File: src/rtl/mips_multicycle_core.sv
// rtl/mips_multicycle_core.sv - multi-cycle MIPS subset core with one shared req/ready memory port
module mips_multicycle_core #(
  parameter int                ADDR_W    = 32,
  parameter logic [ADDR_W-1:0] RESET_PC  = '0,
  parameter int                BYTE_ADDR = 0
) (
  input  logic              clock,
  input  logic              reset_n,
  output logic              mem_req,
  output logic              mem_we,
  output logic [ADDR_W-1:0] mem_addr,
  output logic [31:0]       mem_wdata,
  input  logic [31:0]       mem_rdata,
  input  logic              mem_ready,
  output logic [31:0]       instruction,
  output logic [31:0]       ALUResult,
  output logic [4:0]        write_reg,
  output logic              RegWrite,
  output logic [ADDR_W-1:0] pc,
  output logic              halted
);
  typedef enum logic [2:0] {FETCH, DECODE, EXEC, MEM, WB, HALT} state_t;
  state_t state, state_n;

  localparam logic [ADDR_W-1:0] STEP     = (BYTE_ADDR != 0) ? ADDR_W'(4) : ADDR_W'(1);
  localparam int                J_BITS   = (BYTE_ADDR != 0) ? 28 : 26;
  localparam logic [63:0]       J_MASK64 = (64'd1 << J_BITS) - 64'd1;
  localparam logic [ADDR_W-1:0] J_MASK   = J_MASK64[ADDR_W-1:0];

  logic [31:0]       gpr [32];
  logic [31:0]       rs_val, rt_val, imm_ext, load_data, alu_b, alu_out, br_off;
  logic [5:0]        opcode, funct;
  logic [4:0]        rs, rt, rd, shamt;
  logic [15:0]       imm;
  logic [25:0]       target;
  logic              is_rtype, is_lw, is_sw, is_beq, is_bne, is_j, is_zext, legal, taken;
  logic [ADDR_W-1:0] br_pc, j_pc;
  logic [63:0]       j_field;
  logic              unused_j_bits;

  assign {opcode, rs, rt, rd, shamt, funct} = instruction;
  assign imm      = instruction[15:0];
  assign target   = instruction[25:0];
  assign is_rtype = (opcode == 6'h00);
  assign is_lw    = (opcode == 6'h23);
  assign is_sw    = (opcode == 6'h2B);
  assign is_beq   = (opcode == 6'h04);
  assign is_bne   = (opcode == 6'h05);
  assign is_j     = (opcode == 6'h02);
  assign is_zext  = (opcode == 6'h0C) || (opcode == 6'h0D);
  assign legal    = is_rtype ? (funct inside {6'h20, 6'h22, 6'h24, 6'h25, 6'h2A, 6'h00, 6'h02})
                             : (opcode inside {6'h08, 6'h0C, 6'h0D, 6'h23, 6'h2B, 6'h04, 6'h05, 6'h02});

  // pc already points past the branch when EXEC runs, so the offset is relative to pc+STEP
  assign taken   = (is_beq && rs_val == rt_val) || (is_bne && rs_val != rt_val);
  assign br_off  = (BYTE_ADDR != 0) ? (imm_ext << 2) : imm_ext;
  assign br_pc   = pc + br_off[ADDR_W-1:0];
  assign j_field = (BYTE_ADDR != 0) ? {36'd0, target, 2'b00} : {38'd0, target};
  assign j_pc    = (pc & ~J_MASK) | (j_field[ADDR_W-1:0] & J_MASK);
  assign unused_j_bits = ^j_field[63:ADDR_W];

  always_comb begin
    alu_b   = is_rtype ? rt_val : (is_zext ? {16'h0, imm_ext[15:0]} : imm_ext);
    alu_out = rs_val + alu_b;
    if (is_rtype) begin
      case (funct)
        6'h22:   alu_out = rs_val - alu_b;
        6'h24:   alu_out = rs_val & alu_b;
        6'h25:   alu_out = rs_val | alu_b;
        6'h2A:   alu_out = {31'h0, $signed(rs_val) < $signed(alu_b)};
        6'h00:   alu_out = rt_val << shamt;
        6'h02:   alu_out = rt_val >> shamt;
        default: ;
      endcase
    end else if (opcode == 6'h0C) begin
      alu_out = rs_val & alu_b;
    end else if (opcode == 6'h0D) begin
      alu_out = rs_val | alu_b;
    end
  end

  always_ff @(posedge clock or negedge reset_n) begin
    if (!reset_n) state <= FETCH;
    else          state <= state_n;
  end

  // request is gated by reset_n so it drops the instant reset asserts
  always_comb begin
    state_n   = state;
    mem_req   = 1'b0;
    mem_we    = 1'b0;
    mem_addr  = pc;
    mem_wdata = rt_val;
    RegWrite  = 1'b0;
    halted    = (state == HALT);
    case (state)
      FETCH: begin
        mem_req = reset_n;
        if (mem_ready) state_n = DECODE;
      end
      DECODE: state_n = legal ? EXEC : HALT;
      EXEC: begin
        if (is_lw || is_sw)               state_n = MEM;
        else if (is_beq || is_bne || is_j) state_n = FETCH;
        else                              state_n = WB;
      end
      MEM: begin
        mem_req  = reset_n;
        mem_we   = reset_n && is_sw;
        mem_addr = ALUResult[ADDR_W-1:0];
        if (mem_ready) state_n = is_sw ? FETCH : WB;
      end
      WB: begin
        RegWrite = (write_reg != 5'd0);
        state_n  = FETCH;
      end
      default: state_n = HALT;
    endcase
  end

  always_ff @(posedge clock or negedge reset_n) begin
    if (!reset_n) begin
      pc          <= RESET_PC;
      instruction <= '0;
      ALUResult   <= '0;
      write_reg   <= '0;
      rs_val      <= '0;
      rt_val      <= '0;
      imm_ext     <= '0;
      load_data   <= '0;
      for (int i = 0; i < 32; i++) gpr[i] <= '0;
    end else begin
      case (state)
        FETCH: if (mem_ready) begin
          instruction <= mem_rdata;
          pc          <= pc + STEP;
        end
        DECODE: if (legal) begin
          rs_val    <= gpr[rs];
          rt_val    <= gpr[rt];
          imm_ext   <= {{16{imm[15]}}, imm};
          write_reg <= is_rtype ? rd : rt;
        end
        EXEC: begin
          if (taken)                     pc <= br_pc;
          else if (is_j)                 pc <= j_pc;
          else if (!is_beq && !is_bne)   ALUResult <= alu_out;
        end
        MEM: if (mem_ready && !is_sw) load_data <= mem_rdata;
        WB: if (write_reg != 5'd0) gpr[write_reg] <= is_lw ? load_data : ALUResult;
        default: ;
      endcase
    end
  end
endmodule

File: config.mk
export PLATFORM = sky130hd
export DESIGN_NAME = mips_multicycle_core
export DESIGN_NICKNAME = d
export VERILOG_FILES = /design/src/rtl/mips_multicycle_core.sv
export SDC_FILE = /design/constraint.sdc
export NUM_CORES = 2
export LEC_CHECK = 0
export ABC_AREA = 0
export CAP_MARGIN = 20
export CORE_AREA = 2 2 426 428
export DETAILED_ROUTE_END_ITERATION = 12
export DIE_AREA = 0 0 428 430
export SYNTH_ARGS = -nofsm -noshare
export SYNTH_HDL_FRONTEND = slang
export SYNTH_SLANG_ARGS = --single-unit
File: constraint.sdc
create_clock -name clock -period 4.7 [get_ports clock]
set_input_delay 0.94 -clock clock [delete_from_list [all_inputs] [get_ports clock]]
set_output_delay 0.94 -clock clock [all_outputs]
set_load 0.05 [all_outputs]
==> run metrics <==
DRC viols=0; sequential share of power=0.447; PD cells=289 mW/mm^2; share of the synthesized area in the top cell type=0.425; core area=0.180 sq mm; R2R Path Start=instruction[28]; sequential share of the synthesized area=0.425; worst skew pair latency=830 ps; RR Endpoint=ALUResult[23]; Final Hold Viols=0; Port Buffers=203; CTS sink cnt=1240; Crit. End Element=flop; gpl congestion=1.02; Final Util=0.466; Final period util=0.946; Worst-path clk slew=70 ps; r2r setup slk=250 ps; # IOs=204; Clk pwr share=0.482; critical path class=flop to flop; Unique masters post-synth=102; WHS Endpoint=gpr[1018]; fin crit period=4450 ps; share of layout cells above drive strength 1=0.201; Synth area leaders=dfrtp_1, mux4_2, o21ai_0, nand2_1, a21oi_1; Most flops, register=gpr; initial DRC count=6802; Lkg Pwr=34.9 nW; post-synth top area cell=dfrtp_1; Die X=428 um; Worst setup SP type=flop; CP cell instances=nor3_1, buf_4, and2_1, buf_12, buf_4, nand2_1, nand2_1, inv_1, ha_1, or2_1, or4_1, o21bai_1, o211ai_2, a211oi_4, a2111oi_4, buf_4, or3_1, a31oi_1, a221oi_1, nand2_1; Hold Crit Depth=0; max FFs per register=1024; first-pass GRT wire length=410000 um; Final WS setup=252 ps; Peak Freq=225 MHz; syn avg cell area=10.4 sq um; slowest cell delay on critical path=460 ps; NumNets Final=7171; crit path DAT=5140 ps; maximum number of pins on one net before global-route repair=187; TritonCTS buffer count=138; Rows=156; H-tree depth=4; commonest non-fill, non-tap cells in the layout=dfrtp_1, nand2_1, o21ai_0; deepest clock path buffer count=3; Final TNS setup=0 ps; area grow syn2layout=14.7%; final setup fails=0; share of synthesized registers carrying an async set or reset=1.00; worst-path maximum fanout=22; skew final=33.1 ps; Primary FF master, synth=dfrtp_1; Initial Utilization=0.406; post-synthesis cell count=7011; Worst R2R Path Depth=20; Die Y=430 um; DRT antenna net count=0; Routed WL=280000 um; Worst Hold Class=flop to flop; DPL Wire Length=185000 um; DP Worst Slack=197 ps; CTS tree=done; post-route cell area=0.0837 sq mm; outcome=finished clean; Worst VDD drop=0.421 mV; Net Count, Synth=7178; die area=0.184 sq mm; switching part of the total=0.254; RSZ-0062 raised after global routing=no; Worst-Margin Slew=1170 ps; Slowest-stage cell, CP=a2111oi_4; vias per inst=6.21; commonest non-fill, non-tap cell in the layout=dfrtp_1; GRT overflow=0; Slew Limit Fails=0; Slew headroom=0.220; Logic pwr share=0.071; Crit path max-delay family=simple AND/OR/NAND/NOR gates; Yosys warning count=0; CTS root buffer=clkbuf_16; Worst Min Path Start=gpr[1018]; drt first pass iters=5; maxcap violations=0; FF+latch count, synth=1240; vias in the first global route=57670; number of synthesized flops with an enable pin=0; GR Util All Layers=0.303; initial antenna violation count=14; total number of vias=58961; Critical Path RT=5390 ps; sw power=6.16 mW; Post-Syn Area=0.0730 sq mm; Int Pwr=18.1 mW; drt wl/cell=29.5 um; Area after DPL=0.0788 sq mm; Worst Path Buf+Inv=5
-- how the worst max path moves through the flow --
stage / start / endpoint / slack [ps] / depth (start not counted)
2_1_floorplan: instruction[29] / ALUResult[31] / 170 / 18
3_3_place_gp: instruction[31] / ALUResult[29] / 180 / 19
3_5_place_dp: instruction[28] / ALUResult[30] / 200 / 19
4_1_cts: instruction[28] / ALUResult[30] / 160 / 19
5_1_grt: instruction[28] / ALUResult[23] / 60 / 20
6_report: instruction[28] / ALUResult[23] / 250 / 20
-- power groups by stage --
stage               Combinational, mW  Clock (mW)  Sequential (mW)
finish                           1.72        11.7             10.8
global route                     1.82        12.2             10.8
CTS                              1.71        11.8             10.8
detailed placement               1.71           0             11.0
global placement                 1.71           0             11.0
floorplan                       0.909           0             11.0
-- layout make-up --
| type | instances | area, sq um |
|---|---|---|
| fill | 16466 | 96000 |
| multi-input combinational | 4967 | 39300 |
| sequential | 1240 | 31100 |
| timing repair buffer | 537 | 5060 |
| clock buffer | 199 | 4080 |
| tap | 2370 | 2970 |
| clock inverter | 51 | 786 |
| inverter | 120 | 450 |
| antenna | 3 | 7.51 |
-- synthesized netlist by cell type, types with 20 or more instances --
library cell / instances
nor2_1: 580
o21a_1: 24
buf_2: 50
nand3_1: 40
a21oi_1: 516
inv_1: 116
nor3_1: 43
nand2b_1: 29
xnor2_1: 61
a21o_1: 42
o21ai_0: 926
nor4_1: 27
mux2i_1: 166
ha_1: 129
nand2_1: 1144
buf_1: 70
o211ai_1: 39
o22ai_1: 20
a31oi_1: 24
mux2_2: 61
dfrtp_1: 1240
xor2_1: 46
a211oi_1: 46
clkbuf_1: 557
mux4_2: 687
and3_1: 20
-- repair_timing --
item,CTS,global route
gates resized for setup,0,4
endpoints found under the setup margin,0,4
hold endpoints to repair,39,0
hold buffers,1,0
setup buffers,0,2
-- layer usage --
| metal | global-route usage | up-vias | wire length (um) |
|---|---|---|---|
| met3 | 0.0612 | 633 | 24400 |
| met5 | 0 | - | 123 |
| met4 | 0.142 | 18 | 14800 |
| met2 | 0.464 | 2845 | 126000 |
| met1 | 0.416 | 30049 | 115000 |
| li1 | - | 25416 | - |
-- worst reg2reg max path, cell delays in order (launching register included) --
cell and delay, ps:
dfrtp_1 380, nor3_1 220, buf_4 160, and2_1 170, buf_12 180, buf_4 180
nand2_1 60, nand2_1 100, inv_1 60, ha_1 370, or2_1 310, or4_1 450
o21bai_1 200, o211ai_2 140, a211oi_4 160, a2111oi_4 460, buf_4 190, or3_1 90
a31oi_1 90, a221oi_1 270, nand2_1 80
-- stage by stage --
stage	std cells	hold slack (ps)	power (mW)
after floorplan	7011	441	11.9
after global placement	9229	377	12.7
after detailed placement	9230	383	12.7
after CTS	9481	397	24.3
after global routing	9485	405	24.9
final	9487	394	24.2
-- kinds of logic after synthesis --
kind of cell / Yosys count / synth area share
AOI/OAI and AO/OA: 1830 / 0.142
xor gates and xnor gates: 107 / 0.0128
adders and majority gates: 132 / 0.0229
buffers and inverters: 804 / 0.0426
DFF: 1240 / 0.425
muxes: 914 / 0.244
and+or+nand+nor: 1984 / 0.111
(Power assumes the default switching activity.)
